==> config.mk <==
export PLATFORM = sky130hd
export DESIGN_NAME = regfile_wb_arbiter
export DESIGN_NICKNAME = d
export VERILOG_FILES = /design/src/rtl/regfile_wb_arbiter.sv
export SDC_FILE = /design/constraint.sdc
export NUM_CORES = 1
export LEC_CHECK = 0
export CAP_MARGIN = 20
export CORE_ASPECT_RATIO = 0.5
export CORE_MARGIN = 10
export CORE_UTILIZATION = 37
export CTS_CLUSTER_DIAMETER = 30
export DETAILED_ROUTE_END_ITERATION = 10
export PLACE_DENSITY = 0.77
export SLEW_MARGIN = 20
export SYNTH_ARGS = -nofsm -noshare
export SYNTH_HDL_FRONTEND = slang
export SYNTH_SLANG_ARGS = --single-unit
==> constraint.sdc <==
create_clock -name clk -period 1.9 [get_ports clk]
set_input_delay 0.38 -clock clk [delete_from_list [all_inputs] [get_ports clk]]
set_output_delay 0.38 -clock clk [all_outputs]
set_load 0.03 [all_outputs]
==> src/rtl/regfile_wb_arbiter.sv <==
// regfile_wb_arbiter
// Shares the register file's single write port between the ALU (src0) and the
// load unit (src1) using round-robin valid/ready arbitration. The winning write
// is registered and presented to the register file one cycle after acceptance.
// A pending-write scoreboard is set when an instruction issues and cleared when
// its write reaches the register file. The scoreboard drives a RAW hazard flag
// for the two decode read ports.

module regfile_wb_arbiter #(
  parameter int NREGS = 32,
  parameter int DW    = 32
) (
  input  logic             clk,
  input  logic             rst,
  input  logic             src0_valid,
  input  logic [4:0]       src0_addr,
  input  logic [DW-1:0]    src0_data,
  output logic             src0_ready,
  input  logic             src1_valid,
  input  logic [4:0]       src1_addr,
  input  logic [DW-1:0]    src1_data,
  output logic             src1_ready,
  input  logic             issue_valid,
  input  logic [4:0]       issue_rd,
  input  logic [4:0]       rd_addr1,
  input  logic [4:0]       rd_addr2,
  output logic             hazard,
  output logic             wr_ena,
  output logic [4:0]       wr_addr,
  output logic [DW-1:0]    wr_data,
  output logic [NREGS-1:0] pending
);

  localparam int AW = 5;

  // Decode a register index into a one-hot scoreboard mask.
  function automatic logic [NREGS-1:0] addr_onehot(input logic [AW-1:0] a);
    logic [NREGS-1:0] v;
    v    = {NREGS{1'b0}};
    v[a] = 1'b1;
    return v;
  endfunction

  // Registered state
  logic             rr_q;        // 0: src0 has priority, 1: src1 has priority
  logic             rr_d;
  logic             wr_ena_q;
  logic             wr_ena_d;
  logic [AW-1:0]    wr_addr_q;
  logic [AW-1:0]    wr_addr_d;
  logic [DW-1:0]    wr_data_q;
  logic [DW-1:0]    wr_data_d;
  logic [NREGS-1:0] pending_q;
  logic [NREGS-1:0] pending_d;

  // Combinational signals
  logic             grant0_s;
  logic             grant1_s;
  logic             accept_s;
  logic             contend_s;
  logic [AW-1:0]    win_addr_s;
  logic [DW-1:0]    win_data_s;
  logic [NREGS-1:0] set_mask_s;
  logic [NREGS-1:0] clr_mask_s;

  assign contend_s = src0_valid & src1_valid;

  // Round-robin grant; nothing is granted while reset is asserted.
  always_comb begin
    grant0_s = 1'b0;
    grant1_s = 1'b0;
    if (!rst) begin
      grant0_s = 1'b0;
      grant1_s = 1'b0;
    end else if (contend_s) begin
      grant0_s = (rr_q == 1'b0);
      grant1_s = (rr_q == 1'b1);
    end else begin
      grant0_s = src0_valid;
      grant1_s = src1_valid;
    end
  end

  assign src0_ready = grant0_s;
  assign src1_ready = grant1_s;
  assign accept_s   = grant0_s | grant1_s;

  // Select the address/data of whichever source won this cycle.
  always_comb begin
    win_addr_s = src0_addr;
    win_data_s = src0_data;
    if (grant1_s) begin
      win_addr_s = src1_addr;
      win_data_s = src1_data;
    end else begin
      win_addr_s = src0_addr;
      win_data_s = src0_data;
    end
  end

  // Priority moves to the loser only when both sources competed; a lone
  // requester never disturbs the rotation.
  always_comb begin
    rr_d = rr_q;
    if (contend_s && accept_s) begin
      rr_d = grant0_s ? 1'b1 : 1'b0;
    end else begin
      rr_d = rr_q;
    end
  end

  // Next registered write: an accept to x0 completes the handshake but does
  // not enable the register-file write. Address/data hold when idle.
  always_comb begin
    wr_ena_d  = 1'b0;
    wr_addr_d = wr_addr_q;
    wr_data_d = wr_data_q;
    if (accept_s) begin
      wr_ena_d  = (win_addr_s != 5'd0);
      wr_addr_d = win_addr_s;
      wr_data_d = win_data_s;
    end else begin
      wr_ena_d  = 1'b0;
      wr_addr_d = wr_addr_q;
      wr_data_d = wr_data_q;
    end
  end

  // Scoreboard update: an issue sets its bit, a write leaving the port clears
  // its bit, and a same-edge set beats the clear (a newer producer is in flight).
  always_comb begin
    set_mask_s = {NREGS{1'b0}};
    clr_mask_s = {NREGS{1'b0}};
    if (issue_valid) begin
      set_mask_s = addr_onehot(issue_rd);
    end else begin
      set_mask_s = {NREGS{1'b0}};
    end
    if (wr_ena_q) begin
      clr_mask_s = addr_onehot(wr_addr_q);
    end else begin
      clr_mask_s = {NREGS{1'b0}};
    end
    pending_d    = set_mask_s | (pending_q & ~clr_mask_s);
    pending_d[0] = 1'b0;
  end

  // State registers with synchronous active-low reset; reset drops any
  // in-flight write and empties the scoreboard.
  always_ff @(posedge clk) begin
    if (!rst) begin
      rr_q      <= 1'b0;
      wr_ena_q  <= 1'b0;
      wr_addr_q <= 5'd0;
      wr_data_q <= {DW{1'b0}};
      pending_q <= {NREGS{1'b0}};
    end else begin
      rr_q      <= rr_d;
      wr_ena_q  <= wr_ena_d;
      wr_addr_q <= wr_addr_d;
      wr_data_q <= wr_data_d;
      pending_q <= pending_d;
    end
  end

  assign wr_ena  = wr_ena_q;
  assign wr_addr = wr_addr_q;
  assign wr_data = wr_data_q;
  assign pending = pending_q;

  // Hazard has no bypass: an accept in the current cycle does not mask it.
  assign hazard = pending_q[rd_addr1] | pending_q[rd_addr2];

endmodule

# Word-level counts from Yosys, hierarchy flattened
# Cells that the tools add are included.
word_totals:
  output_inout_bits: 73
  n_memories: 0
  romBits: 0
  ff_bits: 71
  latch_bits: 0
  mem_bits_rw: 0
op_classes:
  addsub: 0
  multipliers: 0
  eq_ne: 0
  bitwise: 7
  muxes: 17
  n_div: 0
  shifts: 0
  n_lt_le_gt_ge: 6
  n_reduce_logical: 5
op_table:
  columns: ["op", "count"]
  rows:
  - ["$mux W32", 3]
  - ["$and A32 B32 Y32", 1]
  - ["$not A32 Y32", 1]
  - ["$or A32 B32 Y32", 1]
  - ["$lt A5 B6 Y1 const B", 4]
  - ["$bmux W1 S5", 2]
  - ["$demux W1 S5", 2]
  - ["$ge A5 B1 Y1 const B", 2]
  - ["$mux W1", 9]
  - ["$mux W5", 1]
  - ["$reduce_bool A5 Y1", 1]
  - ["$logic_and A1 B1 Y1", 3]
  - ["$or A1 B1 Y1", 2]
  - ["$reduce_and A2 Y1", 1]
  - ["$and A1 B1 Y1", 1]
  - ["$not A1 Y1", 1]

# Longest topological paths before layout
# Gate-level depths: netlist of the first run.
depth:
  ltp_word: 8
  depth_mapped: 7
  mapped_depth_nobuf: 5

# Worst setup path before layout of the first run
# OpenSTA, ideal clock, no wires.
synth_timing:
  path_type: "input-to-output"
  startpoint: "input rd_addr2[1]"
  endpoint: "output hazard"
  setup_slack_ps: -250
  path_buffers: 1
  cell_stages: 6
  arrival_ps: 1770
  cell_sequence: "clkbuf_1 -> mux4_2 -> mux2i_1 -> nor3b_1 -> a31oi_1 -> o211ai_1"
synth_between:
  elab_chain_len: 3
synth_lines:
  columns: ["item", "line_no", "text"]
  rows:
  - ["from (decl)", "26", "input logic [4:0] rd_addr2,"]
  - ["$bmux W1 S5", "172", "assign hazard = pending_q[rd_addr1] | pending_q[rd_addr2];"]
  - ["$mux W1 (not written as such)", "172", null]
  - ["$or A1 B1 Y1", "172", null]
  - ["to (decl)", "27", "output logic hazard,"]
# Every way passes these cells. The select of a mux whose other input is x is not followed.

# Worst setup path in the final report of the first run
layout_timing:
  startpoint: "register pending_q[23] (netlist: pending[23])"
  endpoint: "output hazard"
layout_between:
  elab_chain_len: 3
layout_lines:
  columns: ["item", "line_no", "text"]
  rows:
  - ["from (decl)", "53", "logic [NREGS-1:0] pending_q;"]
  - ["from (signal assigned)", "156", "pending_q <= {NREGS{1'b0}};"]
  - ["from (signal assigned)", "162", "pending_q <= pending_d;"]
  - ["$bmux W1 S5", "172", null]
  - ["$mux W1 (not written as such)", "172", null]
  - ["$or A1 B1 Y1 (*)", "172", null]
# Every way passes the cells marked *; elsewhere a longest branch is shown, timed or not. The select of a mux whose other input is x is not followed.

==> out/results.ini, run 1 <==
[status]
outcome=complete, but fails checks
violations=setup timing

[timing]
worst_slack_ps=-308
rsz0062_at_grt=true
period_share_pct=116
max_freq_ghz=0.453
worst_clock_skew_ps=4.88
tightest_slew_ps=501
tns_ps=-308
min_period_ps=2210
relSlewSlack_pct=66.5
hold_viol=0
finalSetupViolCount=1
slew_viol_final=0

[yosys]
yosysWarnings=0
syn_nets=457
synth.distinct_cells=39
async_flop_share_pct=0
netlist_area_um2=3480
ys_seq_elements=70
ys_seq_area_share_pct=40.3
syn_inst=363
synth-edff-count=0
avgSynthCellArea_um2=9.58
synthFlopType=dfxtp_1

[setup_path]
cp_cell_sequence=mux4_2 > mux2_4 > a31oi_4 > o211ai_1 > buf_4
slowest_stage=mux4_2
start_kind=flop
cp.required_ps=1520
worstPathArrival_ps=1830
max_stage_delay_ps=470
crit_path_max_fanout=3
path_class=reg -> out
cp-end-kind=output pin

[global_route]
grtUsageTotal_pct=18.6
antenna_found_initial=0
grt_pass1_wl_mm=20.5
grt_pass1_vias=3846
grt_max_degree=61
grt_overflow_total=0

[clock_tree]
tritoncts=done
clkSinkCount=70
clk_path_buf_depth=2
cts_buffers=9
cts_root_buf=clkbuf_16
htreeDepth=3
clk_latency_ps=330
clk_pin_slew_worst_paths_ps=50
holdBufCountCts=0

[detailed_routing]
route.vias.total=3810
first_pass_iters=7
vias_per_cell=5.51
drtIter0Drc=377
drc=0
drt_wl_total_mm=13.5
drtAntennaViolNets=0
avgRoutedWirePerCell_um=19.4

[floorplan]
initial_utilization_pct=39.0
core_um2=8920
dieHeight_um=88.6
die_area_um2=13900
core.rowCount=24
top_level_ports=167
die_w_um=157

[pwr]
p_leak_nw=2.45
powerDensity_nw_per_um2=709
power.total_w=0.00426
ir_drop_mv=0.506

[place]
portBuffers=165
place_congestion=0.858
pre_cts_ws_ps=-1210
hpwl_mm=10.2
dp_cells=670

[final_layout]
final_cell_mix=138 x clkdlybuf4s50_1, 60 x buf_4, 60 x dfxtp_1
stdcell_count=692
final_util_pct=67.3
final_common_cell=clkdlybuf4s50_1
layout-drive-gt1-share_pct=20.7
area_delta_synth_final_pct=72.7
diodes=0
fin_nets=664

[flow_run]
drv_cap=0

[worst_hold_path]
hp-class=in -> reg

-- layer usage --
layer  up-vias  track usage, %  wire (um)  share of wire [%]
li1       1786               -          -                  -
met1      1829            21.2       5450                 41
met2       179            32.5       6650                 49
met3        16            6.39       1140                8.5
met4         0            5.82        214                1.6
met5         -               0          0                  0
-- sequential cells by signal, summed over array words and instances (netlist names) --
| name | cells |
|---|---|
| wr_data | 32 |
| pending | 31 |
| wr_addr | 5 |
| rr_q | 1 |
| wr_ena | 1 |
-- critical path: cells and delay by family (launching register included) --
family	cells	cell delay, ps
muxes	2	770
buffers and inverters	1	180
DFF	1	330
AOI/OAI and AO/OA	2	220
-- report_power, final --
part | leakage [nW] | switching [W] | internal, W | total [W]
sequential | 0.576 | 0.0000453 | 0.00153 | 0.00158
clock | 0.157 | 0.000605 | 0.00118 | 0.00179
combinational | 1.72 | 0.000424 | 0.000465 | 0.000889
total | 2.45 | 0.00107 | 0.00318 | 0.00426
-- cell type report --
| cell class | count | area [um2] |
|---|---|---|
| Sequential cell | 70 | 1410 |
| Multi-Input combinational cell | 259 | 1970 |
| Clock inverter | 4 | 70.1 |
| Timing Repair Buffer | 227 | 2150 |
| Clock buffer | 12 | 246 |
| Fill cell | 726 | 2920 |
| Inverter | 3 | 11.3 |
| Tap cell | 117 | 146 |
-- per-stage QoR --
stage	hold slack [ps]	cell area, um2
after floorplan	567	3490
after global placement	500	5600
after detailed placement	510	5600
after CTS	408	5930
after global routing	420	6000
final	415	6000
-- kinds of logic (layout without fill, tap and decap cells) --
family,after synthesis,after routing,synth area share (%)
compound gates,116,116,24.9
xor+xnor,1,1,0.252
buf+inv,34,246,4.25
flops,70,70,40.3
mux,26,26,12.7
other cells,1,1,0.108
simple gates,115,115,17.5
-- worst paths after layout --
check	from	end	slack [ps]	cells after the start
setup reg to reg	wr_addr[2]	pending[18]	440	4
setup / recovery	pending[23]	hazard	-310	5
hold reg to reg	wr_data[18]	wr_data[18]	520	2
hold / removal	rst	wr_addr[1]	420	2
-- synth_stat cells (2+ instances only) --
master	count	area (um2)
or3b_2	2	17.5
a21oi_1	7	35.0
nor2b_1	32	200
mux4_1	4	105
mux4_2	9	203
and3_1	2	12.5
mux2i_1	10	100
o211a_1	5	50.1
mux2_2	3	33.8
a21boi_0	31	233
nand3_1	3	15.0
nand3b_1	6	45.0
a222oi_1	32	320
nor3b_1	5	37.5
and3b_1	4	35.0
o21ai_0	31	155
inv_1	3	11.3
dfxtp_1	70	1400
nor2_1	8	30.0
o211ai_1	5	37.5
buf_2	7	35.0
nand2_1	47	176
clkbuf_1	21	78.8
-- what timing repair did --
item	CTS	global route
cloned	0	0
setup buffers	2	4
gates resized for setup	38	21
pin swaps	4	3
endpoints found under the setup margin	9	13
No activity file was read; power rests on OpenSTA's default activity.
==> run 2, diff against run 1 <==
- ABC_AREA: not set -> 1
- CORE_UTILIZATION: 37 -> 38
==> run 2 against run 1 <==
  * The run now ends clean
  * Register-to-register slack improved by 160 ps
  * Maximum frequency rose by 20%
  * Flip-flop and latch count did not move
  * Non-clock buffer count fell by 31
  * First-iteration DRC count fell by 19%
  * Combinational power rose by 3.7%
  * Wire length rose by 4.5%
  * Global-route usage rose by 0.37 points
  * Cell count rose by 27%
==> out/results.ini, run 2 <==
[worst_hold_path]
whs_endpoint=wr_data[26]
hold_depth=2
hp-start=wr_data[26]
hp-class=reg -> reg

[yosys]
synth-compound-area-share_pct=17.0
netlist_area_um2=3650
synth.top_cells.by_area=dfxtp_1 38%, nand2_1 22%, nand3_1 8.9%
muxShareOfSynthArea_pct=0
synth_top_area_share_pct=38.3
yosysWarnings=0
synth.most_common_cell=nand2_1
synthXorXnorAreaFrac_pct=0
async_flop_share_pct=0
yosys.area_share.adder_pct=0
ys_seq_elements=70
yosysTopAreaCell=dfxtp_1
synth.distinct_cells=23
synth-edff-count=0
syn_nets=655
synth.top_cells.by_count=211 x nand2_1, 70 x dfxtp_1, 65 x nand3_1
syn_inst=561
synthFlopType=dfxtp_1
ys_seq_area_share_pct=38.3
synth-simple-area-share_pct=34.4
synth_top_family_by_area=simple AND/OR/NAND/NOR gates
avgSynthCellArea_um2=6.51

[setup_path]
path_class=reg -> out
slowest_stage=clkdlybuf4s50_1
critPathBufInv=1
crit_family=buffers and inverters
max_stage_delay_ps=710
worstRegToRegCells=7
cp-end-kind=output pin
r2r_end=wr_data[24]
crit_path_max_fanout=4
start_kind=flop
cp.required_ps=1520
worstPathArrival_ps=1460
reg2reg_from=rr_q
r2r_setup_slack_ps=600
cp_cell_sequence=clkdlybuf4s50_1

[detailed_routing]
vias_per_cell=5.02
route.vias.total=4423
drt_wl_total_mm=14.1
drc=0
avgRoutedWirePerCell_um=16.0
drtAntennaViolNets=0
first_pass_iters=5
drtIter0Drc=306

[final_layout]
fin_nets=835
area_delta_synth_final_pct=63.4
diodes=0
layout-drive-gt1-share_pct=13.1
seq_area_um2=1430
fill_cells=837
largest_register_ffs=32
multi_input_area_um2=1890
final_cell_mix=210 x nand2_1, 150 x clkdlybuf4s50_1, 65 x nand3_1
final_common_cell=nand2_1
final_util_pct=63.4

[place]
hpwl_mm=10.8
place_congestion=0.949
portBuffers=165

[global_route]
grt_overflow_total=0
grt_pass1_vias=4398
grtUsageTotal_pct=18.9
antenna_found_initial=0
grt_max_degree=32
grt_pass1_wl_mm=21.5

[floorplan]
dieHeight_um=89.3
core_um2=9420
die_area_um2=14200
die_w_um=159
top_level_ports=167
initial_utilization_pct=38.8
core.rowCount=25

[timing]
min_period_ps=1840
period_share_pct=96.9
hold_viol=0
slew_viol_final=0
tns_ps=0
worst_clock_skew_ps=6.46
max_freq_ghz=0.543
finalSetupViolCount=0

[pwr]
powerDensity_nw_per_um2=731
ir_drop_mv=0.441
p_leak_nw=2.38

[clock_tree]
tritoncts=done
clkSinkCount=70
htreeDepth=3
clk_pin_slew_worst_paths_ps=60
cts_root_buf=clkbuf_16
clk_latency_ps=330
cts_buffers=9
clk_path_buf_depth=2

[flow_run]
drv_cap=0

[status]
outcome=complete, no violations

run 2: worst max-delay path by stage:
stage / slack (ps) / end / start / depth (start not counted)
4_1_cts: 0.2 / hazard / rd_addr2[0] / 11
5_1_grt: -30 / hazard / pending[13] / 9
3_3_place_gp: -250 / hazard / rd_addr2[0] / 11
3_5_place_dp: -270 / hazard / rd_addr2[0] / 11
2_1_floorplan: 170 / hazard / rd_addr2[0] / 11
6_report: 60 / pending[1] / pending[1] / 1
run 2: logic make-up (layout without fill, tap and decap cells):
| group | Yosys count | after routing |
|---|---|---|
| flip-flops | 70 | 70 |
| AND/OR/NAND/NOR | 301 | 301 |
| buffers and inverters | 82 | 267 |
| other | 1 | 1 |
| AO/OA/AOI/OAI | 107 | 107 |
run 2: power breakdown:
group	leakage (nW)	internal, W	switching [W]
Clock	0.156	0.00119	0.000660
Sequential	0.582	0.00153	0.0000555
Combinational	1.64	0.000434	0.000488
Total	2.38	0.00316	0.00120
run 2: timing repair:
| item | 4_1_cts | 5_1_grt |
|---|---|---|
| gates cloned | 0 | 1 |
| hold buffers | 0 | 0 |
| endpoints found under the setup margin | 4 | 6 |
| pin swaps | 0 | 4 |
| setup buffers | 0 | 1 |
| resized for setup | 20 | 33 |
run 2: layer usage:
layer  up-vias  share of wire (%)  global-route usage, %
met5         -                  0                      0
met4         0                1.6                   6.52
met3        28                 13                   9.22
met2       213                 48                   32.9
met1      1991                 37                   19.9
li1       2191                  -                      -
run 2: final cells by class:
type,count,area share [%]
timing repair buffer,196,32.6
clock buffer,10,4.00
multi-input combinational,409,31.6
sequential,70,23.9
inverter,55,3.50
clock inverter,6,1.55
tap,135,2.83
run 2: stage by stage:
| stage | instance area [um2] | instances | total power [W] | setup slack (ps) | hold WS (ps) |
|---|---|---|---|---|---|
| floorplan | 3650 | 561 | 0.00206 | 170 | 500 |
| global placement | 5570 | 863 | 0.00253 | -246 | 468 |
| detailed placement | 5570 | 863 | 0.00254 | -269 | 472 |
| CTS | 5920 | 879 | 0.00438 | 0.240 | 481 |
| global route | 5970 | 881 | 0.00454 | -27.0 | 502 |
| finish | 5970 | 881 | 0.00437 | 58.1 | 476 |
run 2: tightest hold or removal path, stage by stage, from the launching register on:
cell     delay, ps
dfxtp_1        310
nand2_1         60
a31oi_1         60
==> run 3, diff against run 2 <==
- PLACE_DENSITY: 0.77 -> not set
- PLACE_DENSITY_LB_ADDON: not set -> 0.08
==> run 3 against run 2 <==
  * Non-clock buffer count did not move
  * Register-to-register slack worse by 30 ps
  * Combinational power about the same
  * Global-route usage grew 0.57 points
  * Clock power decreased by 13%
  * Worst hold slack better by 9.1 ps
  * Via count fell by 3.5%
  * First-iteration DRC count down 26%
  * Clock skew decreased by 4.1 ps
==> out/results.ini, run 3 (synthesis gave the netlist of run 2 again) <==
[detailed_routing]
drtAntennaViolNets=0
first_pass_iters=5
drtIter0Drc=227
avgRoutedWirePerCell_um=15.9
drc=0
drt_wl_total_mm=13.9
vias_per_cell=4.86
route.vias.total=4267

[final_layout]
fill_cells=869
largest_register_ffs=32
final_util_pct=63.1
stdcell_count=878
final_common_cell=nand2_1
fin_nets=835
final_cell_mix=208 x nand2_1, 151 x clkdlybuf4s50_1, 62 x nand3_1
diodes=0
layout-drive-gt1-share_pct=14.1
area_delta_synth_final_pct=62.7

[worst_hold_path]
hp-class=reg -> reg

[timing]
relSlewSlack_pct=64.3
tightest_slew_ps=532
slew_viol_final=0
min_period_ps=1850
period_share_pct=97.6
finalSetupViolCount=0
hold_viol=0
worst_slack_ps=46.0
max_freq_ghz=0.539
worst_clock_skew_ps=2.37
holdWs_ps=485

[setup_path]
crit_path_max_fanout=4
worstPathArrival_ps=1470
slowest_stage=clkdlybuf4s50_1
path_class=reg -> out
max_stage_delay_ps=710
start_kind=flop
cp_cell_sequence=clkdlybuf4s50_1
critPathBufInv=1
cp.required_ps=1520
cp-end-kind=output pin
crit_family=buffers and inverters

[pwr]
p_leak_nw=2.35
powerDensity_nw_per_um2=694
ir_drop_mv=0.551

[status]
outcome=complete, no violations

[global_route]
grt_pass1_wl_mm=21.8
grt_pass1_vias=4235
grt_max_degree=34
use_met2_pct=32.9
met1_usage_pct=21.0
antenna_found_initial=0
grt.busiest_layer=met2
grt_use_met3_pct=11.9
grtUsageTotal_pct=19.5
grt_overflow_total=0

[place]
place_congestion=0.897
portBuffers=165
hpwl_mm=10.7
dp_cells=863
pre_cts_ws_ps=-282

[floorplan]
dieHeight_um=89.3
core.rowCount=25
die_w_um=159
top_level_ports=167
die_area_um2=14200
core_um2=9420
initial_utilization_pct=38.8

[clock_tree]
clk_path_buf_depth=2
clk_latency_ps=330
tritoncts=done
cts_root_buf=clkbuf_16
htreeDepth=3
clkSinkCount=70
cts_buffers=9
holdBufCountCts=0
clk_pin_slew_worst_paths_ps=50

[flow_run]
drv_cap=0

-- run 3: cell types whose count changed in the layout (fill, tap and decap cells not counted), moves of 2 or more --
cell / previous run / this run
inv_6: 2 / 0
buf_6: 8 / 5
nand2_2: 7 / 9
dfxtp_1: 50 / 45
nand2_1: 210 / 208
clkinvlp_4: 2 / 0
nand3_1: 65 / 62
dfxtp_2: 19 / 23
nand3_2: 2 / 5
-- run 3: stage by stage --
step	TNS (ps)	area [um2]	total power (W)
floorplan	0	3650	0.00206
global placement	-246	5580	0.00253
detailed placement	-282	5580	0.00254
CTS	0	5870	0.00415
global route	-35.7	5950	0.00432
finish	0	5950	0.00412
-- run 3: layer usage --
metal | up-vias | share of wire, %
met2 | 169 | 47
met5 | - | 0
met1 | 1888 | 38
met3 | 13 | 14
li1 | 2197 | -
met4 | 0 | 0.92
-- run 3: worst paths after layout --
kind / from / end / slack, ps / depth (start not counted)
setup / recovery: pending[1] / pending[1] / 50 / 1
hold / removal: wr_data[9] / wr_data[9] / 490 / 2
setup reg to reg: rr_q / wr_data[3] / 570 / 7
hold reg to reg: wr_data[9] / wr_data[9] / 490 / 2
-- run 3: report_power, final --
group | switching [W] | internal (W) | total, W | leakage [nW]
Sequential | 0.0000534 | 0.00154 | 0.00159 | 0.585
Combinational | 0.000487 | 0.000437 | 0.000924 | 1.63
Clock | 0.000586 | 0.00103 | 0.00161 | 0.137
-- run 3: final cells by class --
cell class                      instances  area [um2]  share of cell area, %
Tap cell                              135         169                   2.84
Clock inverter                          2        35.0                  0.589
Inverter                               55         209                   3.51
Multi-Input combinational cell        409        1910                   32.1
Clock buffer                           11         243                   4.08
Sequential cell                        70        1440                   24.2
Timing Repair Buffer                  196        1940                   32.7
-- run 3: what timing repair did --
item,in CTS,in global routing
gates cloned,0,2
setup buffers,0,0
gates resized for setup,19,42
endpoints found under the setup margin,4,3
pin swaps,0,3
